<file path="src/rtl/seg7_scan_bcd.sv">
// seg7_scan_bcd: multiplexed NDIG-digit 7-segment driver showing a loaded value in hex or in decimal
// (sequential double-dabble). Define SEG7_DP_EN to add the dp_in/dp decimal-point path.
module seg7_scan_bcd #(
  parameter int NDIG     = 4,
  parameter int DW       = 8,
  parameter int SCAN_DIV = 65536
) (
  input  logic            clk,
  input  logic            clr,
  input  logic [DW-1:0]   x,
  input  logic            load,
  input  logic            mode,
  input  logic            blank_lz,
`ifdef SEG7_DP_EN
  input  logic [NDIG-1:0] dp_in,
  output logic            dp,
`endif
  output logic            busy,
  output logic            ovf,
  output logic [NDIG-1:0] an,
  output logic [6:0]      a_to_g
);

  localparam int BW = 4 * NDIG;
  localparam int PW = (SCAN_DIV > 1) ? $clog2(SCAN_DIV) : 1;
  localparam int IW = (NDIG > 1) ? $clog2(NDIG) : 1;
  localparam int CW = $clog2(DW + 1);

  localparam logic [PW-1:0] PRE_LAST = PW'(SCAN_DIV - 1);
  localparam logic [IW-1:0] IDX_LAST = IW'(NDIG - 1);
  localparam logic [CW-1:0] CNT_LAST = CW'(DW - 1);

  localparam logic [6:0] SEG_DASH  = 7'b1111110;
  localparam logic [6:0] SEG_BLANK = 7'b1111111;

  typedef enum logic [1:0] {
    IDLE,
    SHIFT,
    DONE
  } state_t;

  state_t          state_q, state_d;
  logic [DW-1:0]   sr_q, sr_d;
  logic [BW-1:0]   acc_q, acc_d;
  logic [BW-1:0]   acc_adj;
  logic            of_q, of_d;
  logic [CW-1:0]   cnt_q, cnt_d;
  logic [BW-1:0]   disp_q, disp_d;
  logic            ovf_q, ovf_d;

  logic [PW-1:0]   pre_q, pre_d;
  logic [IW-1:0]   idx_q, idx_d;
  logic            tick;
  logic [NDIG-1:0] an_q, an_d;
  logic [6:0]      seg_q, seg_d;
  logic [3:0]      nib;
  logic            blank;
  logic            upper_zero;
`ifdef SEG7_DP_EN
  logic            dp_q, dp_d;
  logic            dp_sel;
`endif

  function automatic logic [6:0] seg_decode(input logic [3:0] n);
    case (n)
      4'h0:    seg_decode = 7'b0000001;
      4'h1:    seg_decode = 7'b1001111;
      4'h2:    seg_decode = 7'b0010010;
      4'h3:    seg_decode = 7'b0000110;
      4'h4:    seg_decode = 7'b1001100;
      4'h5:    seg_decode = 7'b0100100;
      4'h6:    seg_decode = 7'b0100000;
      4'h7:    seg_decode = 7'b0001111;
      4'h8:    seg_decode = 7'b0000000;
      4'h9:    seg_decode = 7'b0000100;
      4'hA:    seg_decode = 7'b0001000;
      4'hB:    seg_decode = 7'b1100000;
      4'hC:    seg_decode = 7'b0110001;
      4'hD:    seg_decode = 7'b1000010;
      4'hE:    seg_decode = 7'b0110000;
      default: seg_decode = 7'b0111000;
    endcase
  endfunction

  always_ff @(posedge clk or negedge clr) begin
    if (!clr) state_q <= IDLE;
    else      state_q <= state_d;
  end

  // Loads are only honoured in IDLE; ovf keeps its value across a decimal conversion until DONE commits.
  always_comb begin
    state_d = state_q;
    sr_d    = sr_q;
    acc_d   = acc_q;
    of_d    = of_q;
    cnt_d   = cnt_q;
    disp_d  = disp_q;
    ovf_d   = ovf_q;
    acc_adj = acc_q;
    for (int i = 0; i < NDIG; i++) begin
      if (acc_q[4*i +: 4] >= 4'd5) acc_adj[4*i +: 4] = acc_q[4*i +: 4] + 4'd3;
    end
    unique case (state_q)
      IDLE: begin
        if (load) begin
          if (mode) begin
            state_d = SHIFT;
            sr_d    = x;
            acc_d   = '0;
            of_d    = 1'b0;
            cnt_d   = '0;
          end else begin
            disp_d = BW'(x);
            ovf_d  = 1'b0;
          end
        end
      end
      SHIFT: begin
        acc_d = {acc_adj[BW-2:0], sr_q[DW-1]};
        sr_d  = sr_q << 1;
        of_d  = of_q | acc_adj[BW-1];
        cnt_d = cnt_q + CW'(1);
        if (cnt_q == CNT_LAST) state_d = DONE;
      end
      DONE: begin
        disp_d  = acc_q;
        ovf_d   = of_q;
        state_d = IDLE;
      end
      default: state_d = IDLE;
    endcase
  end

  always_ff @(posedge clk or negedge clr) begin
    if (!clr) begin
      sr_q   <= '0;
      acc_q  <= '0;
      of_q   <= 1'b0;
      cnt_q  <= '0;
      disp_q <= '0;
      ovf_q  <= 1'b0;
    end else begin
      sr_q   <= sr_d;
      acc_q  <= acc_d;
      of_q   <= of_d;
      cnt_q  <= cnt_d;
      disp_q <= disp_d;
      ovf_q  <= ovf_d;
    end
  end

  always_comb begin
    tick  = (pre_q == PRE_LAST);
    pre_d = tick ? '0 : pre_q + PW'(1);
    idx_d = idx_q;
    if (tick) idx_d = (idx_q == IDX_LAST) ? '0 : idx_q + IW'(1);
  end

  // Walk digits from the top so upper_zero reflects "this digit and every higher one is zero".
  always_comb begin
    nib        = 4'd0;
    blank      = 1'b0;
    upper_zero = 1'b1;
`ifdef SEG7_DP_EN
    dp_sel     = 1'b0;
`endif
    for (int i = NDIG - 1; i >= 0; i--) begin
      upper_zero = upper_zero & (disp_q[4*i +: 4] == 4'd0);
      if (idx_q == IW'(i)) begin
        nib   = disp_q[4*i +: 4];
        blank = blank_lz & upper_zero & (i != 0);
`ifdef SEG7_DP_EN
        dp_sel = dp_in[i];
`endif
      end
    end
    an_d = ~(NDIG'(1) << idx_q);
    if (ovf_q)      seg_d = SEG_DASH;
    else if (blank) seg_d = SEG_BLANK;
    else            seg_d = seg_decode(nib);
`ifdef SEG7_DP_EN
    dp_d = ovf_q | ~dp_sel;
`endif
  end

  always_ff @(posedge clk or negedge clr) begin
    if (!clr) begin
      pre_q <= '0;
      idx_q <= '0;
      an_q  <= '1;
      seg_q <= SEG_BLANK;
`ifdef SEG7_DP_EN
      dp_q  <= 1'b1;
`endif
    end else begin
      pre_q <= pre_d;
      idx_q <= idx_d;
      an_q  <= an_d;
      seg_q <= seg_d;
`ifdef SEG7_DP_EN
      dp_q  <= dp_d;
`endif
    end
  end

  assign busy   = (state_q != IDLE);
  assign ovf    = ovf_q;
  assign an     = an_q;
  assign a_to_g = seg_q;
`ifdef SEG7_DP_EN
  assign dp     = dp_q;
`endif

endmodule

</file>
<file path="config.mk">
export PLATFORM = sky130hd
export DESIGN_NAME = seg7_scan_bcd
export DESIGN_NICKNAME = d
export VERILOG_FILES = /design/src/rtl/seg7_scan_bcd.sv
export SDC_FILE = /design/constraint.sdc
export NUM_CORES = 1
export LEC_CHECK = 0
export BUFFER_PORTS_ARGS = -buffer_cell sky130_fd_sc_hd__buf_4
export CORE_UTILIZATION = 56
export DETAILED_ROUTE_END_ITERATION = 7
export PLACE_DENSITY = 0.73
export SETUP_SLACK_MARGIN = 0.4
export SLEW_MARGIN = 10
export SYNTH_ARGS = -nofsm -noshare
export SYNTH_HDL_FRONTEND = slang
export SYNTH_SLANG_ARGS = --single-unit
export TNS_END_PERCENT = 30
</file>
<file path="constraint.sdc">
create_clock -name clk -period 3.3 [get_ports clk]
set_input_delay 0.33 -clock clk [delete_from_list [all_inputs] [get_ports clk]]
set_output_delay 0.33 -clock clk [all_outputs]
set_load 0.1 [all_outputs]
</file>
==> results by group <==
Run status
  • Status: complete, no violations

Timing
  • Post-Route Skew: ~0.014 ns
  • Setup tns final: 0 ns
  • Worst Tran Pin Value: slightly above 0.9 ns
  • Final setup margin: 0.618 ns
  • Tcrit/Tclk final: 0.813
  • Min cycle time layout: between 2 and 3 ns
  • Final hold vios: 0
  • Final setup vio count: 0
  • Fmax: ~370 MHz
  • Slew Viols, Final: 0
  • Hold Slack: 0.112 ns
  • RSZ-0062 raised after global routing: no
  • Max-slew headroom: 0.377

Finish
  • Util after Layout: 0.655
  • P&R area growth vs syn: 12.9%
  • # fillers: 552
  • Post-route insts no fill: 496
  • Multi-input gate area: around 1900 um2
  • Layout cells sized above 1: 0.188
  • # diodes: 0
  • Sequential cell area: 1940 um2
  • Layout Nets: between 400 and 500

GRT
  • Global-route usage over all layers: 0.240
  • Vias in the first global route: roughly 2.8k
  • First-pass GRT wire length: 13.6 mm
  • Initial antenna violation count: 0
  • Largest net degree at the start of global routing: 78
  • Total grt overflow: 0

Pwr
  • Pint: between 0.002 and 0.0025 W
  • Sw power: 0.00167 W
  • Worst vdd ir: 0.651 mV
  • Sw Share: 0.417
  • Gate power share: 0.414
  • Flop pwr share: 0.367
  • Clock Power Share: 0.218
  • Pwr dens: 897 nW/um2
  • Lkg Pwr: 2.06 nW

Yosys
  • Sequential fraction of the synthesis area: 0.489
  • Yosys warning count: 0
  • Async S/R FF share, synth: 1.00
  • Mapped Cells: 370
  • Most common library cells after synthesis: 66 x dfrtp_1, 29 x nand2_1, 25 x o21ai_0
  • Top cells by area in the synthesized netlist: dfrtp_1 42%, dfstp_2 7.3%, ha_1 6.3%
  • Cell taking the most area after synthesis: dfrtp_1
  • Syn_nets: between 400 and 500
  • Cell Area, Synth: 3970 um2
  • Share of the synthesized area in the top cell type: 0.416
  • Synth Area per Inst: about 11 um2
  • Flops & latches, synth: between 70 and 80
  • Cell variety after synth: between 60 and 70
  • Post-synth EDFFs: 0
  • Most frequent cell after synthesis: dfrtp_1
  • Main synth FF type: dfrtp_1

Routing
  • Final Routed Wirelength: between 8 and 9 mm
  • Iter 0 DRT Violations: between 150 and 200
  • Antenna viol nets, final: 0
  • Drt drc: 0
  • Drt wl/cell: approximately 16 um
  • Vias: roughly 2.9k
  • Routed vias/inst: approximately 6
  • Drt first pass iters: 7

Placement
  • PortBufs: 25
  • Dpl ws: around 0.48 ns
  • Placed insts: 480
  • GPL Wtd Cong: 0.830
  • HPWL after DPL: between 5 and 6 mm

Clocking
  • Clock root buffer: clkbuf_8
  • Number of hold buffers added after cts: 0
  • Maximum clock path buffer count: 2
  • CTS buffer count: 9
  • # H-tree levels: 3
  • TritonCTS clock tree: built
  • CTS clk-pin slew, worst paths: approximately 0.09 ns
  • Clk Latency, worst-skew pair: around 0.36 ns
  • Clock sinks: 77

Floorplanning
  • Starting Density: 0.581
  • Chip Height: ~86 um
  • Die area: around 7400 um2
  • CORE AREA: slightly below 7000 um2
  • Die Width: 86.2 um
  • Top Ports: 26
  • Row Count: 30

Setup path
  • CP Launch Type: register
  • CP Class: register to register
  • Worst-path fanout max: 10
  • CP Data Required Time: 3.57 ns
  • Setup crit end kind: register
  • CP Cell Sequence: inv_1 > ha_1 > nor2_2 > and3_2 > o22ai_2 > inv_1 > ha_1 > mux2_2 > o21ai_0 > o211a_1 > o21ai_1
  • Worst EP arrival: between 2 and 3 ns
  • Worst path slowest cell: dfrtp_1
  • Worst path max stage delay: between 0.4 and 0.5 ns

Run
  • Max-Cap Viols: 0

Min path
  • Worst min-delay path class: input port to asynchronous set/reset pin
[power groups by stage]
stage               clock, W  combinational [W]  sequential, W
floorplan                  0            0.00101        0.00175
global placement           0            0.00162        0.00148
detailed placement         0            0.00166        0.00149
CTS                 0.000893            0.00167        0.00147
global route        0.000928            0.00182        0.00151
finish              0.000878            0.00166        0.00148
[through the flow]
stage / power (W) / cell area [um2]
floorplan: 0.00276 / 3970
global placement: 0.00310 / 4230
detailed placement: 0.00315 / 4230
CTS: 0.00404 / 4480
global route: 0.00426 / 4480
finish: 0.00402 / 4480
[worst max-delay path, delay by kind of cell, from the launching register on]
| kind | cells | cell delay, ns |
|---|---|---|
| and+or+nand+nor | 2 | 0.31 |
| DFF | 1 | 0.42 |
| adders and majority gates | 2 | 0.71 |
| buffers and inverters | 2 | 0.22 |
| muxes | 1 | 0.27 |
| AOI/OAI and AO/OA | 4 | 0.67 |
[registers in the layout, summed over array words and instances, names as in the netlist]
signal   cells
a_to_g       7
cnt_q        4
disp_q      16
acc_q       16
ovf          1
sr_q         8
of_q         1
state_q      2
pre_q       16
idx_q        2
an           4
[layout make-up]
| cell class | count | area share |
|---|---|---|
| Clock buffer | 9 | 0.0277 |
| Tap cell | 96 | 0.0268 |
| Timing Repair Buffer | 29 | 0.0486 |
| Clock inverter | 7 | 0.0277 |
| Inverter | 25 | 0.0210 |
| Multi-Input combinational cell | 253 | 0.415 |
| Sequential cell | 77 | 0.433 |
[repair_timing]
item                       in CTS  in global routing
setup endpoints to repair       0                  1
gates resized for setup         0                  1
setup buffers                   0                  0
[cell families after synthesis]
logic type,Yosys count,synth area share
flops,77,0.489
mux,14,0.0363
simple gates,95,0.124
fa+ha+maj,20,0.0631
buf+inv,40,0.0432
xor+xnor,22,0.0486
compound gates,102,0.196
[placed cells by master, fill, tap and decap left out, types with 9 or more instances in the layout]
master	count
clkbuf_8	9
a22o_1	15
xor2_1	9
inv_1	24
nor2_1	18
xnor2_1	13
buf_4	29
ha_1	19
a21oi_1	13
mux2i_1	11
o21ai_0	25
dfstp_2	11
nand2_1	29
dfrtp_1	66
[metal layers]
metal | GRT usage | vias up | routed length, um
met3 | 0.0381 | 15 | 282
met4 | 0.112 | 0 | 178
met1 | 0.332 | 1459 | 3780
met2 | 0.374 | 70 | 3790
li1 | - | 1385 | -
met5 | 0 | - | 0
[worst paths after layout]
path,startpoint,to,slack (ns),cells after the start
worst max-delay path,idx_q[1],a_to_g[3],0.62,11
worst min-delay path,clr,sr_q[0],0.11,1
worst max register to register,idx_q[1],a_to_g[3],0.62,11
worst min register to register,cnt_q[3],state_q[1],0.47,1
max in group asynchronous,clr,acc_q[0],2.58,1
min in group clk,x[1],sr_q[1],0.21,3
Note: power is estimated with default switching activity, not from simulation.
